## config.mk

```make
export PLATFORM = sky130hd
export DESIGN_NAME = intra_4x4_mode_sched
export DESIGN_NICKNAME = d
export VERILOG_FILES = /design/src/rtl/intra_4x4_mode_sched.sv
export SDC_FILE = /design/constraint.sdc
export NUM_CORES = 1
export LEC_CHECK = 0
export ABC_AREA = 0
export CAP_MARGIN = 20
export CELL_PAD_IN_SITES_DETAIL_PLACEMENT = 0
export CELL_PAD_IN_SITES_GLOBAL_PLACEMENT = 1
export CORE_MARGIN = 2
export CORE_UTILIZATION = 42
export CTS_CLUSTER_DIAMETER = 150
export DETAILED_ROUTE_END_ITERATION = 12
export PLACE_DENSITY = 0.84
export SLEW_MARGIN = 0
export SYNTH_ARGS = -nofsm -noshare
export SYNTH_HDL_FRONTEND = slang
export SYNTH_SLANG_ARGS = --single-unit
```

## constraint.sdc

```tcl
create_clock -name clk -period 8.75 [get_ports clk]
set_input_delay 1.75 -clock clk [delete_from_list [all_inputs] [get_ports clk]]
set_output_delay 1.75 -clock clk [all_outputs]
set_load 0.01 [all_outputs]
```

## src/rtl/intra_4x4_mode_sched.sv

```systemverilog
// Intra 4x4 mode scheduler: issues candidate modes per block, picks the cheapest SATD+lambda cost,
// and accumulates the macroblock cost. Define I4X4_FAST_MODE_EN to limit candidates to modes 0..2.
`ifndef BIT_DEPTH
`define BIT_DEPTH 8
`endif

module intra_4x4_mode_sched #(
    parameter int SATD_LAT = 2
) (
    input  logic                      clk,
    input  logic                      rst,
    input  logic                      start_i,
    input  logic                      top_avail_i,
    input  logic                      left_avail_i,
    input  logic [6:0]                lambda_i,
    input  logic [3:0]                pred_mode_i,
    input  logic [`BIT_DEPTH+7:0]     satd_i,
    input  logic                      rec_done_i,
    output logic [3:0]                blk_num_o,
    output logic [3:0]                mode_o,
    output logic                      mode_val_o,
    output logic                      min_val_o,
    output logic [3:0]                min_mode_o,
    output logic [3:0]                min_num_o,
    output logic [`BIT_DEPTH+11:0]    cost_o,
    output logic                      done_o
);
    localparam int CW = `BIT_DEPTH + 9;
    localparam int TW = `BIT_DEPTH + 12;

    typedef enum logic [2:0] {IDLE, ISSUE, DRAIN, DECIDE, WAIT_REC, DONE} state_t;

    state_t              r_state;
    logic [8:0]          r_pend;
    logic [SATD_LAT-1:0] r_tagVal;
    logic [3:0]          r_tagMode [SATD_LAT];
    logic [CW-1:0]       r_min;
    logic [3:0]          r_minModeRun;
    logic                r_haveMin;
    logic [3:0]          r_blk;
    logic [3:0]          r_mode;
    logic                r_modeVal;
    logic                r_minVal;
    logic [3:0]          r_minMode;
    logic [3:0]          r_minNum;
    logic [TW-1:0]       r_cost;
    logic                r_done;

    logic                w_tagVal;
    logic [3:0]          w_tagMode;
    logic [CW-1:0]       w_cost;
    logic                w_take;
    logic [CW-1:0]       w_minNext;
    logic [3:0]          w_minModeNext;
    logic                w_othersPend;
    logic [3:0]          w_pick;
    logic [8:0]          w_pendRest;
    logic [TW:0]         w_costSum;
    logic [3:0]          w_blkInc;

    // Blocks off the MB edge always see reconstructed neighbours inside the MB.
    function automatic logic [8:0] allowedModes(input logic [3:0] blk, input logic top, input logic left);
        logic       topOk;
        logic       leftOk;
        logic [8:0] m;
        topOk  = blk[3] | blk[1] | top;
        leftOk = blk[2] | blk[0] | left;
        m = {leftOk, topOk, {3{topOk & leftOk}}, topOk, 1'b1, leftOk, topOk};
`ifdef I4X4_FAST_MODE_EN
        m = m & 9'b0_0000_0111;
`endif
        return m;
    endfunction

    assign w_tagVal      = r_tagVal[SATD_LAT-1];
    assign w_tagMode     = r_tagMode[SATD_LAT-1];
    assign w_cost        = {1'b0, satd_i} +
                           ((w_tagMode == pred_mode_i) ? '0 : {{(CW-9){1'b0}}, lambda_i, 2'b00});
    assign w_take        = w_tagVal && (!r_haveMin || (w_cost < r_min));
    assign w_minNext     = w_take ? w_cost : r_min;
    assign w_minModeNext = w_take ? w_tagMode : r_minModeRun;
    assign w_costSum     = {1'b0, r_cost} + {{(TW+1-CW){1'b0}}, w_minNext};
    assign w_blkInc      = r_blk + 4'd1;

    always_comb begin
        w_othersPend = r_modeVal;
        for (int i = 0; i < SATD_LAT - 1; i++) w_othersPend = w_othersPend | r_tagVal[i];
    end

    always_comb begin
        w_pick = 4'd0;
        for (int i = 8; i >= 0; i--) if (r_pend[i]) w_pick = 4'(i);
        w_pendRest = r_pend & ~(9'd1 << w_pick);
    end

    // Tag pipeline lines each returning SATD up with the mode that produced it.
    always_ff @(posedge clk) begin
        if (rst) begin
            r_tagVal <= '0;
            for (int i = 0; i < SATD_LAT; i++) r_tagMode[i] <= 4'd0;
        end else begin
            r_tagVal[0]  <= r_modeVal;
            r_tagMode[0] <= r_mode;
            for (int i = 1; i < SATD_LAT; i++) begin
                r_tagVal[i]  <= r_tagVal[i-1];
                r_tagMode[i] <= r_tagMode[i-1];
            end
        end
    end

    always_ff @(posedge clk) begin
        if (rst) begin
            r_state      <= IDLE;
            r_pend       <= '0;
            r_min        <= '0;
            r_minModeRun <= '0;
            r_haveMin    <= 1'b0;
            r_blk        <= '0;
            r_mode       <= '0;
            r_modeVal    <= 1'b0;
            r_minVal     <= 1'b0;
            r_minMode    <= '0;
            r_minNum     <= '0;
            r_cost       <= '0;
            r_done       <= 1'b0;
        end else begin
            r_modeVal <= 1'b0;
            r_minVal  <= 1'b0;
            r_done    <= 1'b0;
            if (w_tagVal) begin
                r_haveMin    <= 1'b1;
                r_min        <= w_minNext;
                r_minModeRun <= w_minModeNext;
            end
            case (r_state)
                IDLE: if (start_i) begin
                    r_cost    <= '0;
                    r_blk     <= '0;
                    r_pend    <= allowedModes(4'd0, top_avail_i, left_avail_i);
                    r_haveMin <= 1'b0;
                    r_state   <= ISSUE;
                end
                ISSUE: begin
                    r_mode    <= w_pick;
                    r_modeVal <= 1'b1;
                    r_pend    <= w_pendRest;
                    if (w_pendRest == '0) r_state <= DRAIN;
                end
                // The final cost is folded in combinationally so the decision lands the next cycle.
                DRAIN: if (w_tagVal && !w_othersPend) begin
                    r_minVal  <= 1'b1;
                    r_minMode <= w_minModeNext;
                    r_minNum  <= r_blk;
                    r_cost    <= w_costSum[TW] ? '1 : w_costSum[TW-1:0];
                    r_state   <= DECIDE;
                end
                DECIDE: r_state <= WAIT_REC;
                WAIT_REC: if (rec_done_i) begin
                    if (r_blk == 4'd15) begin
                        r_done  <= 1'b1;
                        r_state <= DONE;
                    end else begin
                        r_blk     <= w_blkInc;
                        r_pend    <= allowedModes(w_blkInc, top_avail_i, left_avail_i);
                        r_haveMin <= 1'b0;
                        r_state   <= ISSUE;
                    end
                end
                DONE:    r_state <= IDLE;
                default: r_state <= IDLE;
            endcase
        end
    end

    assign blk_num_o  = r_blk;
    assign mode_o     = r_mode;
    assign mode_val_o = r_modeVal;
    assign min_val_o  = r_minVal;
    assign min_mode_o = r_minMode;
    assign min_num_o  = r_minNum;
    assign cost_o     = r_cost;
    assign done_o     = r_done;

endmodule

```

Word level (Yosys, flattened, before mapping)
Memories as Yosys holds them, arrays and structs flattened.
Cells that the tools add are included.
W data, S select, Z words.
- register bits after elaboration: 75
- bits in writable memories: 8
- output and inout bits: 39
- memories kept: 1
- add/subtract/negate cells: 3
- order comparisons: 1
- equality and inequality tests: 11
- shifts and indexed selects: 1
- mux-type cells: 43
- bitwise gates (word level): 14
- reduce and logical (&&, ||, !) cells: 17
- memories (memory ; depth ; width ; read ports ; clocked after Yosys merged registers in ; write ports ; RTL line ; RTL):
    r_tagMode ; 2 ; 4 ; 2 ; 0 ; 2 ; 36 ; logic [3:0] r_tagMode [SATD_LAT];
- operator list (cell ; number):
    $mux W20 ; 3
    $mux W4 ; 15
    $pmux W20 S2 ; 1
    $mux W9 ; 4
    $pmux W9 S3 ; 1
    $add A20 B17 Y21 ; 1
    $add A16 B9 Y17 ; 1
    $lt A17 B17 Y1 ; 1
    $mux W17 ; 1
    $mux W3 ; 5
    $pmux W3 S5 ; 1
    $reduce_and A4 Y1 ; 3
    $mux W1 ; 10
    $ne A2 B2 Y1 const B ; 5
    $and A9 B9 Y9 ; 1
    $logic_not A9 Y1 ; 1
    $not A9 Y9 ; 1
    $shl A1 B4 Y9 const A ; 1
    $pmux W4 S2 ; 1
    $or A1 B1 Y1 ; 7
    $eq A3 B2 Y1 const B ; 2
    $add A4 B1 Y4 const B ; 1
    $eq A4 B4 Y1 ; 1
    $eq A4 B4 Y1 const B ; 1
    15 further kinds ; 21

Depth between registers and ports, before layout
- depth after elaboration: 15
- mapped depth: 26
- depth with buffers taken out: 25

Worst setup path before layout
OpenSTA, ideal clock, no wires.
- kind: input -> register
- start point: input port pred_mode_i[2]
- end point: register r_cost[12], in the netlist cost_o[12]
- arrival: 6824 ps
- slack: 1804 ps
- cell stages on the path: 26
- buffers on the path: 1
- cells stage by stage: xnor2_1 nand4_1 and2_1 ha_1 fa_1 a211oi_1 o21a_1 nor3_1 xor2_1 ha_1 and3_1 a21oi_1 and3_1 o21ai_2 a21oi_4 buf_12 mux2_4 ha_1 inv_1 fa_1 nand2b_1 a21oi_1 o21ai_1 o211a_1 nor3_1 a221o_1
- word-level cells in the longest chain between the ends: 11
- ends and longest elaborated chain (element ; RTL line ; RTL):
    start: declaration ; 16 ; input logic [3:0] pred_mode_i,
    $eq A4 B4 Y1 ; 78 ; ((w_tagMode == pred_mode_i) ? '0 : {{(CW-9){1'b0}}, lambda_i, 2'b00});
    $mux W9 ; 78 ;
    $add A16 B9 Y17 ; 77 ; assign w_cost = {1'b0, satd_i} +
    $lt A17 B17 Y1 ; 79 ; assign w_take = w_tagVal && (!r_haveMin || (w_cost < r_min));
    $logic_or A1 B1 Y1 ; 79 ;
    $logic_and A1 B1 Y1 ; 79 ;
    $mux W17 ; 80 ; assign w_minNext = w_take ? w_cost : r_min;
    via w_minNext[0] ; 53 ; logic [CW-1:0] w_minNext;
    $add A20 B17 Y21 ; 82 ; assign w_costSum = {1'b0, r_cost} + {{(TW+1-CW){1'b0}}, w_minNext};
    $mux W20 ; 154 ; r_cost <= w_costSum[TW] ? '1 : w_costSum[TW-1:0];
    $mux W20 ; 150 ; DRAIN: if (w_tagVal && !w_othersPend) begin
    $pmux W20 S2 ; 135 ; case (r_state)
    end signal: assignment ; 154 ;
    end: declaration ; 46 ; logic [TW-1:0] r_cost;
The timed path passes the listed nets, and every way through them passes these cells. The select of a mux whose other input is x is not followed.
A chain may end at the register's enable or synchronous reset.

Worst setup path after layout
- start point: input port pred_mode_i[2]
- end point: register r_cost[14], in the netlist cost_o[14]
Same word-level chain as after synthesis.

==> impl_metrics.py <==
metrics = {
    "worst_setup_path": {
        "crit_required_ns": 8.99,
        "rr_endpoint": "cost_o[14]$_SDFFE_PP0P_",
        "criticalPathCategory": "primary input to flip-flop",
        "endpoint": "cost_o[14]$_SDFFE_PP0P_",
        "timing.reg2reg.setup_slack_ns": 2.20,
        "regToRegStartpoint": "r_tagMode[0][6]$_SDFF_PP0_",
        "arrival_ns": 8.27,
        "rr_worst_depth": 26,
        "critPathLaunch": "pred_mode_i[2]",
        "worstPathMaxFanout": 10,
        "start_kind": "primary input",
        "cp-end-kind": "flip-flop",
    },
    "pwr": {
        "clkPwrFrac_pct": 34.5,
        "irDropWorstVdd_mv": 0.1475,
        "swShare_pct": 33.39,
        "p_per_area_mw_per_mm2": 178.9,
        "power_frac_seq_pct": 37.5,
        "p_leak_nw": 2.501,
        "p_int_uw": 797.3,
        "p_sw_uw": 399.7,
        "comb_power_share_pct": 28.0,
    },
    "cts": {
        "clk_pin_slew_ns": 0.06,
        "cts_tree": "built",
        "insertion_delay_ns": 0.34,
        "hold_buffers": 0,
        "cts_setup_buffers": 0,
        "clockBufferDepth": 2,
        "clock_sinks": 83,
        "cts-buffers-inserted": 9,
        "htreeDepth": 3,
        "cts_resized": 0,
        "root_buffer": "clkbuf_16",
    },
    "detailed_routing": {
        "routed_wl_um": 14860,
        "dr.pass1.iters": 5,
        "first_iter_violations": 364,
        "num_vias": 5193,
        "drc": 0,
        "wl_per_cell_um": 16.30,
        "vias_per_cell": 5.694,
        "detail-route-antenna-nets": 0,
    },
    "placed_design": {
        "pre_cts_ws_ns": 0.3971,
        "gp_congestion": 0.9121,
        "place_hpwl_um": 10960,
        "placed_area_mm2": 0.006371,
        "numPortBuffers": 71,
    },
    "timing": {
        "final_max_slew_viol_count": 0,
        "fin_crit_ns": 8.032,
        "max_freq_mhz": 124.5,
        "finalCritPeriodShare_pct": 91.79,
        "setup_tns_ns": 0,
        "finalClockSkew_ns": 0.009294,
        "timing.final.ws_setup_ns": 0.7181,
        "relSlewSlack_pct": 38.81,
        "max_slew.worst_pin.slew_ns": 0.9151,
        "hold_viol": 0,
        "grt_setup_unrepaired": "false",
        "setup-violations-final": 0,
    },
    "logic_synthesis": {
        "ys_seq_area_share_pct": 29.87,
        "synth_xor_area_share_pct": 4.094,
        "synth_top_family_by_area": "compound AO/OA/AOI/OAI gates",
        "synthTopCellsByArea": "dfxtp_1, ha_1, a21oi_1",
        "synth_area_per_cell_um2": 8.241,
        "synthAdderAreaFrac_pct": 10.14,
        "netlist.area_leader.share_pct": 29.87,
        "synth_area_leader_cell": "dfxtp_1",
        "synth_area_mm2": 0.005563,
        "yosys.area_share.simple_pct": 18.08,
        "ys.flop_type": "dfxtp_1",
        "post-synth-top-count-cell": "dfxtp_1",
        "syn_inst": 675,
        "ys_seq_elements": 83,
        "ys_warn_count": 0,
        "synth_commonest_cells": "dfxtp_1, nand2_1, a21oi_1",
        "synth_compound_area_share_pct": 28.14,
        "syn_nets": 751,
        "synth-edff-count": 0,
        "postSynth.asyncResetShare_pct": 0,
        "synthMuxAreaShare_pct": 4.858,
        "netlist-cell-type-count": 74,
    },
    "global_routing": {
        "antenna_found_initial": 0,
        "grt_overflow_total": 0,
        "grt_max_degree": 54,
        "track_usage_pct": 21.26,
        "grt_pass1_wl_um": 24390,
        "grt_pass1_vias": 5046,
    },
    "floorplan": {
        "die_y_um": 119.1,
        "rows": 42,
        "io_pins": 72,
        "die_w_um": 119.1,
        "core_mm2": 0.01309,
        "die_area_mm2": 0.01418,
        "initial_core_util_pct": 42.51,
    },
    "final_layout": {
        "final_cell_area_mm2": 0.006690,
        "fill_cells": 1239,
        "antenna_cells": 0,
        "final_layout_size_suffix_gt1_share_pct": 6.658,
        "layout.nets": 807,
        "syn_to_final_growth_pct": 20.27,
    },
    "run_status": {
        "status": "finished, final reports clean",
    },
    "min_path": {
        "hold_path_class": "flip-flop to flip-flop",
    },
    "job": {
        "max-cap-violations": 0,
    },
}
## stage by stage
step	hold WS, ns	utilization (%)	power (mW)	cells
detailed placement	0.4241	48.69	0.7866	896
global placement	0.4195	48.69	0.7800	896
CTS	0.4357	51.13	1.203	912
finish	0.4354	51.13	1.197	912
global route	0.4626	51.13	1.263	912
floorplan	0.4138	-	0.6979	675
## cell usage in the layout (no fill, tap or decap), types with 5 or more instances in the layout
cell and instances:
a21oi_1 70, inv_1 26, mux2_2 8, xnor2_1 16, o21ai_1 5, a211oi_1 16
o21a_1 7, nor2_1 38, nand2_1 72, ha_1 41, dfxtp_1 83, mux2i_1 15
and3_1 12, a21o_1 15, o21ai_0 35, nand3_1 22, a22o_1 9, o31ai_1 6
nor3_1 11, clkdlybuf4s50_1 70, o211ai_1 13, xor2_1 10, nor2b_1 11, and2_1 8
clkbuf_16 9, buf_4 6, a31oi_1 9
## registers in the layout (all words and copies together), names as in the netlist
name and cells:
done_o 1, cost_o 20, blk_num_o 4, r_haveMin 1, min_val_o 1, min_mode_o 4, r_state 3, min_num_o 4
r_minModeRun 4, r_tagVal 2, mode_o 4, mode_val_o 1, r_min 17, r_tagMode 8, r_pend 9
## layout make-up
| class | count | area, um2 | share of cell area [%] |
|---|---|---|---|
| Sequential cell | 83 | 1662 | 24.84 |
| Clock buffer | 11 | 232.7 | 3.479 |
| Inverter | 28 | 105.1 | 1.571 |
| Clock inverter | 5 | 86.33 | 1.290 |
| Multi-Input combinational cell | 532 | 3633 | 54.31 |
| Timing Repair Buffer | 77 | 750.7 | 11.22 |
| Tap cell | 176 | 220.2 | 3.292 |
## worst max-delay path: stages
cell and delay, ns:
clkdlybuf4s50_1 0.48, xnor2_1 0.11, nand4_1 0.25, and2_1 0.25
ha_1 0.21, fa_1 0.42, a211oi_1 0.35, o21a_1 0.27
nor3b_1 0.08, xor2_1 0.17, ha_1 0.20, a21o_1 0.16
a21oi_2 0.25, and3_1 0.24, o21ai_2 0.16, a21oi_4 0.36
buf_4 0.27, mux2_4 0.32, ha_1 0.21, inv_1 0.07
fa_1 0.19, nand2b_1 0.17, a21oi_1 0.08, o21ai_1 0.39
o211a_1 0.42, nor3_1 0.12, a221o_1 0.28
## routing by layer
layer	up-vias	global-route usage, %	part of all wire [%]
met4	0	8.408	2.8
met1	2428	27.37	46
met2	122	34.45	46
met3	35	4.885	4.6
met5	-	0	0
li1	2608	-	-
## cells by family after synthesis
kind of cell | count (synthesis)
compound gates | 235
buf+inv | 60
fa+ha+maj | 44
simple gates | 202
flops | 83
xor+xnor | 26
mux | 25
## power groups by stage
stage,sequential [mW],combinational (mW),clock (mW)
global placement,0.454,0.326,0
detailed placement,0.456,0.331,0
floorplan,0.436,0.262,0
CTS,0.448,0.334,0.422
global route,0.454,0.372,0.437
finish,0.448,0.336,0.413
## worst min path at each step
stage                                     from                         end  slack [ns]  cells after the start
detailed placement  r_tagMode[0][1]$_SDFF_PP0_  r_tagMode[0][5]$_SDFF_PP0_        0.42                      1
CTS                 r_tagMode[0][1]$_SDFF_PP0_  r_tagMode[0][5]$_SDFF_PP0_        0.44                      1
finish              r_tagMode[0][1]$_SDFF_PP0_  r_tagMode[0][5]$_SDFF_PP0_        0.44                      1
global placement    r_tagMode[0][1]$_SDFF_PP0_  r_tagMode[0][5]$_SDFF_PP0_        0.42                      1
floorplan           r_tagMode[0][0]$_SDFF_PP0_  r_tagMode[0][4]$_SDFF_PP0_        0.41                      1
global route        r_tagMode[0][1]$_SDFF_PP0_  r_tagMode[0][5]$_SDFF_PP0_        0.46                      1
Note: power is estimated with default switching activity, not from simulation.
